### config.mk
export PLATFORM = sky130hd
export DESIGN_NAME = npc_predict_unit
export DESIGN_NICKNAME = d
export VERILOG_FILES = /design/src/rtl/npc_predict_unit.sv
export SDC_FILE = /design/constraint.sdc
export NUM_CORES = 1
export LEC_CHECK = 0
export CAP_MARGIN = 20
export CORE_UTILIZATION = 36
export DETAILED_ROUTE_END_ITERATION = 6
export PLACE_DENSITY_LB_ADDON = 0.15
export SLEW_MARGIN = 20
export SYNTH_ARGS = -nofsm -noshare
export SYNTH_HDL_FRONTEND = slang
export SYNTH_SLANG_ARGS = --single-unit
export TNS_END_PERCENT = 5
### constraint.sdc
create_clock -name clk -period 8.83 [get_ports clk]
set_clock_uncertainty 0.15 [all_clocks]
set_input_delay 1.766 -clock clk [delete_from_list [all_inputs] [get_ports clk]]
set_output_delay 1.766 -clock clk [all_outputs]
set_load 0.01 [all_outputs]
### src/rtl/npc_predict_unit.sv
// Next-PC unit: owns the fetch PC, predicts beq/bne with a 2-bit BHT,
// follows j/jal in F and resolves branches and jr in D.
module npc_predict_unit #(
    parameter int         WIDTH       = 32,
    parameter int         BHT_ENTRIES = 64,
    parameter logic [31:0] RESET_PC   = 32'h0000_3000,
    parameter logic [1:0] CNT_INIT    = 2'b01
) (
    input  logic             clk,
    input  logic             reset,
    input  logic [31:0]      instr_F,
    input  logic             stall,
    input  logic             branch_D,
    input  logic             taken_D,
    input  logic             jr_D,
    input  logic [WIDTH-1:0] RD1,
    output logic [WIDTH-1:0] PC_F,
    output logic             flush_F,
    output logic             pred_taken_F,
    output logic [31:0]      branch_cnt,
    output logic [31:0]      mispred_cnt
);

    localparam int IDXW = $clog2(BHT_ENTRIES);

    logic [1:0]       bht [BHT_ENTRIES];
    logic             valid_D;
    logic             pred_D;
    logic [WIDTH-1:0] pc_D;
    logic [WIDTH-1:0] off_D;

    logic [5:0]       opcode;
    logic             is_br_f;
    logic             is_j_f;
    logic [IDXW-1:0]  idx_f;
    logic [IDXW-1:0]  idx_d;
    logic [WIDTH-1:0] seq;
    logic [WIDTH-1:0] off_f;
    logic [WIDTH-1:0] npred;
    logic [WIDTH-1:0] pc_next;
    logic             res;
    logic             mis;
    logic             jr_r;
    logic [1:0]       cnt_cur;
    logic [1:0]       cnt_upd;

    assign opcode  = instr_F[31:26];
    assign is_br_f = (opcode == 6'b000100) || (opcode == 6'b000101);
    assign is_j_f  = (opcode == 6'b000010) || (opcode == 6'b000011);
    assign idx_f   = PC_F[IDXW+1:2];
    assign idx_d   = pc_D[IDXW+1:2];
    assign seq     = PC_F + WIDTH'(4);
    assign off_f   = {{(WIDTH-18){instr_F[15]}}, instr_F[15:0], 2'b00};

    assign pred_taken_F = is_br_f & bht[idx_f][1];

    always_comb begin
        npred = seq;
        unique case (1'b1)
            pred_taken_F: npred = seq + off_f;
            is_j_f:       npred = {seq[WIDTH-1:28], instr_F[25:0], 2'b00};
            default:      npred = seq;
        endcase
    end

    assign res     = valid_D & branch_D & ~stall;
    assign mis     = res & (taken_D != pred_D);
    assign jr_r    = jr_D & ~stall;
    assign flush_F = jr_r | mis;

    // D-stage redirects take precedence over anything predicted in F
    always_comb begin
        pc_next = npred;
        if (stall)
            pc_next = PC_F;
        else if (jr_r)
            pc_next = RD1;
        else if (mis && taken_D)
            pc_next = pc_D + WIDTH'(4) + off_D;
        else if (mis)
            pc_next = pc_D + WIDTH'(4);
    end

    assign cnt_cur = bht[idx_d];

    always_comb begin
        cnt_upd = cnt_cur;
        if (taken_D) begin
            if (cnt_cur != 2'b11)
                cnt_upd = cnt_cur + 2'b01;
        end else begin
            if (cnt_cur != 2'b00)
                cnt_upd = cnt_cur - 2'b01;
        end
    end

    always_ff @(posedge clk or posedge reset) begin
        if (reset) begin
            PC_F    <= WIDTH'(RESET_PC);
            valid_D <= 1'b0;
            pred_D  <= 1'b0;
            pc_D    <= '0;
            off_D   <= '0;
        end else begin
            PC_F <= pc_next;
            if (!stall) begin
                valid_D <= is_br_f & ~flush_F;
                pred_D  <= pred_taken_F;
                pc_D    <= PC_F;
                off_D   <= off_f;
            end
        end
    end

    always_ff @(posedge clk or posedge reset) begin
        if (reset) begin
            for (int i = 0; i < BHT_ENTRIES; i++)
                bht[i] <= CNT_INIT;
        end else if (res) begin
            bht[idx_d] <= cnt_upd;
        end
    end

    always_ff @(posedge clk or posedge reset) begin
        if (reset) begin
            branch_cnt  <= '0;
            mispred_cnt <= '0;
        end else begin
            if (res)
                branch_cnt <= branch_cnt + 32'd1;
            if (mis)
                mispred_cnt <= mispred_cnt + 32'd1;
        end
    end

endmodule

==> metrics.txt, run 1 <==
post-CTS setup buffers 0; IO Pins 168; Die Span X about 220 um; CORE AREA 48000 um2; Tot GR Track Use 0.219; setup slack at placement around 2.7 ns; Worst slew margin 0.269; fmax 0.163 GHz; antenna violations before repair 0; worst-skew pair later-pin latency 0.52 ns; vias in the first global route 14095; post-layout min period roughly 6.1 ns; P&R area growth vs syn 19.0%; synthesized flop and latch total 274; max-slew violations 0; leakage power 0.00882 uW; GP Congestion just under 0.9; outcome completed; Initial Utilization 0.367; clk slew on worst S/H paths 0.06 ns; largest net degree at the start of global routing 139; post-synthesis sequential area ratio 0.393; post-route setup slack 2.71 ns; CP dominant cell by count clkdlybuf4s50_1; synth warn 0; Post-synth top flop dfrtp_1; Hold Slack 0.330 ns; residual overflow from global routing 0; Post-Route WL 55000 um; maximum VDD drop about 0.14 mV; share of layout cells above drive strength 1 0.196; Clock Sink Count 274; Worst-Margin Slew about 1.1 ns; WP data arrival 4.21 ns; syn nets 1883; post-synthesis cell area ~18000 um2; DRC violations left 0; Final Util 0.437; WL per Instance roughly 22 um; critical path's largest stage delay 0.63 ns; DRT antenna net count 0; total number of vias 14430; Final setup viols 0; post-synthesis cell type count 76; Nets about 2000; Worst Path Class, Setup in2out; first-pass GRT wire length ~85000 um; critical path's top delay family buffers and inverters; Vert. Die Dim 223 um; worst path buffer plus inverter count 3; Site Rows 80; Hold Buf Count CTS 0; Fin. Hold Viols 0; CTS tree yes; fin crit share 0.694; first-pass detailed-route iteration total 6; PwrDens 191 nW/um2; Detailed Route Iter0 Violations 1063; Mapped Avg Cell Area ~10 um2; setup TNS 0 ns; max-cap violations 0; PortBufs 166; total power draw 4020 uW; EDFF count, synth 0; RSZ-0062 raised after global routing no; Clock Root Buffer clkbuf_16; Critical Path RT between 6 and 7 ns; full die area 49900 um2; Worst path slowest cell clkdlybuf4s50_1; Crit. End Element primary output; post_cts resized 0; share of synthesized registers carrying an async set or reset 1.00; CP Max Fanout 26; DP Wirelength 38900 um; CTS H-tree lvls 2; CTS Buf Count 34; clock buffer depth 3; CP Cell Sequence clkdlybuf4s50_1 -> nor3_1 -> nand3b_1 -> a31oi_1 -> o2111a_1 -> buf_4 -> clkdlybuf4s50_1; nature of the critical path startpoint input port; HP Class reg2reg; Vias/cell ~5.7; Cells after Synth 1745
-- registers in the layout, summed over array words and instances, names as in the netlist --
signal and cells:
bht 128, mispred_cnt 32, pc_D 32, valid_D 1, off_D 16, pred_D 1, PC_F 32, branch_cnt 32
-- worst paths after layout --
| path | from | endpoint | slack [ns] | cells after the start |
|---|---|---|---|---|
| min in group asynchronous | reset | pc_D[8]$_DFFE_PP0N_ | 1.71 | 3 |
| worst max register to register | PC_F[4]$_DFFE_PP0N_ | PC_F[20]$_DFFE_PP0N_ | 2.90 | 16 |
| max in group asynchronous | reset | bht[45]$_DFFE_PP0P_ | 5.29 | 4 |
| worst max-delay path | instr_F[29] | pred_taken_F | 2.71 | 7 |
| worst min-delay path | mispred_cnt[31]$_DFFE_PP0P_ | mispred_cnt[31]$_DFFE_PP0P_ | 0.33 | 1 |
| worst min register to register | mispred_cnt[31]$_DFFE_PP0P_ | mispred_cnt[31]$_DFFE_PP0P_ | 0.33 | 1 |
-- synth_stat cells, types with 6 or more instances --
library cell  number  area [um2]
nor3b_1            8        60.1
inv_1             31         116
a222oi_1           6        60.1
mux2_2           172        1940
or2_2              6        37.5
nor2b_1           10        62.6
a211oi_1          10        75.1
nand3_1           67         335
a221o_1           15         150
buf_1              6        22.5
xor2_1            60         526
mux4_2            28         631
dfrtp_1          208        5200
dfstp_2           66        1730
a31oi_1            9        56.3
a21oi_1          105         526
o21ai_0           61         305
nor2_1           120         450
a22oi_1           13        97.6
o22ai_1           23         144
o21a_1            12        90.1
nand2_1          181         679
nor3_1            20         100
clkbuf_1          56         210
xnor2_1          109         955
nand4_1           27         169
mux2i_1           25         250
ha_1              66         826
nor4_1             8        50.1
a22o_1             8        70.1
o211ai_1           9        67.6
a221oi_1          23         201
and3_1            32         200
o221ai_1           7        61.3
o31ai_1            8        60.1
a21o_1            18         135
and2_1            12        75.1
and4_1            12         105
buf_2             14        70.1
-- where the power goes --
part	leakage [uW]	internal, uW	total, uW	switching (uW)
Sequential	0.00339	1320	1440	120
Clock	0.000541	846	1410	563
Combinational	0.00489	489	1170	679
-- cell type report --
cell class | count | area, um2
fillers | 4662 | 27000
clock buffers | 49 | 958
well taps | 615 | 769
clock inverters | 12 | 145
flip-flops and latches | 274 | 6940
inverters | 33 | 133
repair buffers | 189 | 1840
diodes | 1 | 2.50
multi-input cells | 1353 | 10200
-- metal layers --
metal  wire length [um]  track usage  up-vias
met3               2980       0.0323       82
met5                  0            0        -
li1                   -            -     6717
met1              26100        0.314     7217
met4               1190       0.0625        0
met2              24700        0.340      414
-- kinds of logic (layout without fill, tap and decap cells) --
| kind of cell | count (synthesis) | after routing | share of synthesized area |
|---|---|---|---|
| and+or+nand+nor | 529 | 529 | 0.145 |
| other | 0 | 1 | 0 |
| buffers and inverters | 118 | 283 | 0.0294 |
| AOI/OAI and AO/OA | 360 | 360 | 0.138 |
| muxes | 225 | 225 | 0.160 |
| adders and majority gates | 70 | 70 | 0.0504 |
| DFF | 274 | 274 | 0.393 |
| xor gates and xnor gates | 169 | 169 | 0.0839 |
-- layout by cell type (no fill, tap or decap), types with 23 or more instances in the layout --
master,Yosys,final
nand3_1,67,67
dfstp_2,66,66
and3_1,32,32
nand2_1,181,181
dfrtp_1,208,206
clkdlybuf4s50_1,0,165
mux4_2,28,28
inv_1,31,30
nor2_1,120,119
mux2i_1,25,25
ha_1,66,66
xor2_1,60,60
xnor2_1,109,109
o22ai_1,23,23
a221oi_1,23,23
nand4_1,27,27
o21ai_0,61,61
buf_4,4,23
clkbuf_16,0,35
mux2_2,172,172
a21oi_1,105,105
-- through the flow --
step,area (um2),std cells
2_1_floorplan,17600,1745
5_1_grt,21000,2525
6_report,21000,2526
3_3_place_gp,19900,2464
4_1_cts,21000,2525
3_5_place_dp,19900,2464
Note: power is estimated with default switching activity, not from simulation.
==> inputs of run 2 (changes only) <==
Clock period 8.83 ns to 5.7 ns, I/O delays scaled along.
==> metrics.txt, run 2 (synthesis results as in run 1) <==
met1 GRT Util 0.327; worst path buffer plus inverter count 1; DP Wirelength about 40000 um; Worst Path Class, Setup reg2reg; Worst path slowest cell dfrtp_1; total number of vias 14513; Clock Sink Count 274; fmax 0.199 GHz; full die area 49900 um2; residual overflow from global routing 0; nature of the critical path startpoint flip-flop; Critical Path RT 5.96 ns; Detailed Route Iter0 Violations 1082; Nets 2045; max-cap violations 0; CP Cell Sequence and4_1 -> and3_1 -> nand2_1 -> xnor2_1 -> ha_1 -> a21oi_1 -> nor2_1 -> a2111oi_0 -> buf_4 -> o221ai_1 -> a221oi_1 -> xnor2_1 -> a222oi_1 -> a21oi_1 -> a21oi_1 -> a21oi_1; PortBufs 166; leakage power 0.00894 uW; Final setup viols 0; critical path's largest stage delay 0.63 ns; GP Congestion 0.881; CP Max Fanout 10; post_cts resized 0; CTS H-tree lvls 2; worst-skew pair later-pin latency between 0.5 and 0.6 ns; DRC violations left 0; Tot GR Track Use 0.226; commonest cells after routing, fill and taps aside 206 x dfrtp_1, 181 x nand2_1, 172 x mux2_2; Die Span X 223 um; maximum VDD drop 0.183 mV; post-CTS setup buffers 0; met3 GRT Util 0.0311; P&R area growth vs syn 20.0%; DRT antenna net count 0; Initial Utilization 0.367; Worst slew margin 0.327; Hold Buf Count CTS 0; fin crit share 0.883; RSZ-0062 raised after global routing no; Worst-Margin Slew roughly 1 ns; CORE AREA 48000 um2; HP Class reg2reg; max-slew violations 0; GRT busiest layer met2; CTS Buf Count 35; clock buffer depth 3; vias in the first global route 14498; CP dominant cell by count a21oi_1; Vias/cell 5.70; Reg with most FFs bht; largest net degree at the start of global routing ~120; setup slack at placement around 0.8 ns; Site Rows 80; PwrDens 297 nW/um2; critical path's top delay family compound AO/OA/AOI/OAI gates; Post-Route WL 56200 um; antenna violations before repair 0; post-layout min period slightly above 5 ns; WL per Instance about 22 um; Vert. Die Dim 223 um; commonest non-fill, non-tap cell in the layout dfrtp_1; met2 Usage GRT 0.348; first-pass detailed-route iteration total 5; CTS tree yes; ant diodes 0; Fin. Hold Viols 0; number of flip-flops in the largest register 128; Crit. End Element flip-flop; share of layout cells above drive strength 1 0.204; outcome completed; setup TNS 0 ns; post-route setup slack between 0.6 and 0.7 ns; Clock Root Buffer clkbuf_16; filler cell count 4643; first-pass GRT wire length between 80000 and 90000 um; WP data arrival 5.29 ns; IO Pins 168; clk slew on worst S/H paths 0.06 ns; Final Util 0.441
==> run 2: cell type report <==
type | instances | area (um2) | area share
Tap cell | 615 | 769 | 0.0363
Timing Repair Buffer | 210 | 2010 | 0.0951
Multi-Input combinational cell | 1353 | 10200 | 0.481
Inverter | 33 | 133 | 0.00626
Clock inverter | 9 | 80.1 | 0.00378
Clock buffer | 54 | 1050 | 0.0496
Sequential cell | 274 | 6940 | 0.328
==> run 2: path summary, 6_finish.rpt <==
kind / depth (start not counted) / end / slack [ns] / startpoint
max reg2reg: 16 / PC_F[20]$_DFFE_PP0N_ / 0.67 / PC_F[7]$_DFFE_PP0N_
max: 16 / PC_F[20]$_DFFE_PP0N_ / 0.67 / PC_F[7]$_DFFE_PP0N_
min in group asynchronous: 2 / off_D[5]$_DFFE_PP0N_ / 0.95 / reset
min reg2reg: 1 / branch_cnt[31]$_DFFE_PP0P_ / 0.32 / branch_cnt[31]$_DFFE_PP0P_
min: 1 / branch_cnt[31]$_DFFE_PP0P_ / 0.32 / branch_cnt[31]$_DFFE_PP0P_
max in group asynchronous: 3 / mispred_cnt[20]$_DFFE_PP0P_ / 3.31 / reset
==> run 2: worst register-to-register path, cell delays in order (launching register included) <==
cell and delay, ns:
dfrtp_1 0.63, and4_1 0.33, and3_1 0.37, nand2_1 0.26, xnor2_1 0.32, ha_1 0.32
a21oi_1 0.19, nor2_1 0.07, a2111oi_0 0.35, buf_4 0.20, o221ai_1 0.20, a221oi_1 0.55
xnor2_1 0.11, a222oi_1 0.46, a21oi_1 0.14, a21oi_1 0.16, a21oi_1 0.08
==> run 2: metrics by stage <==
stage / power [uW] / std cells / hold WS (ns) / instance area [um2]
finish: 6290 / 2548 / 0.321 / 21200
global route: 6620 / 2548 / 0.353 / 21200
CTS: 6350 / 2548 / 0.326 / 21200
detailed placement: 4090 / 2485 / 0.319 / 20000
global placement: 4080 / 2485 / 0.313 / 20000
floorplan: 3500 / 1745 / 0.317 / 17600
==> run 2: where the power goes <==
group	switching, uW	total, uW	internal (uW)
Sequential	139	2190	2050
Clock	888	2200	1320
Combinational	1120	1900	781
==> run 2: layer usage <==
layer	part of all wire	wire length, um
met4	0.022	1250
met3	0.049	2780
met2	0.45	25200
met1	0.48	26900
met5	0	0
==> inputs of run 3 (changes only) <==
Settings changed: HOLD_SLACK_MARGIN from default to 0.06, TNS_END_PERCENT 5 to 10.
==> results of run 3 <==
Same layout as run 2: the final DEF is identical, and so are final timing and power.
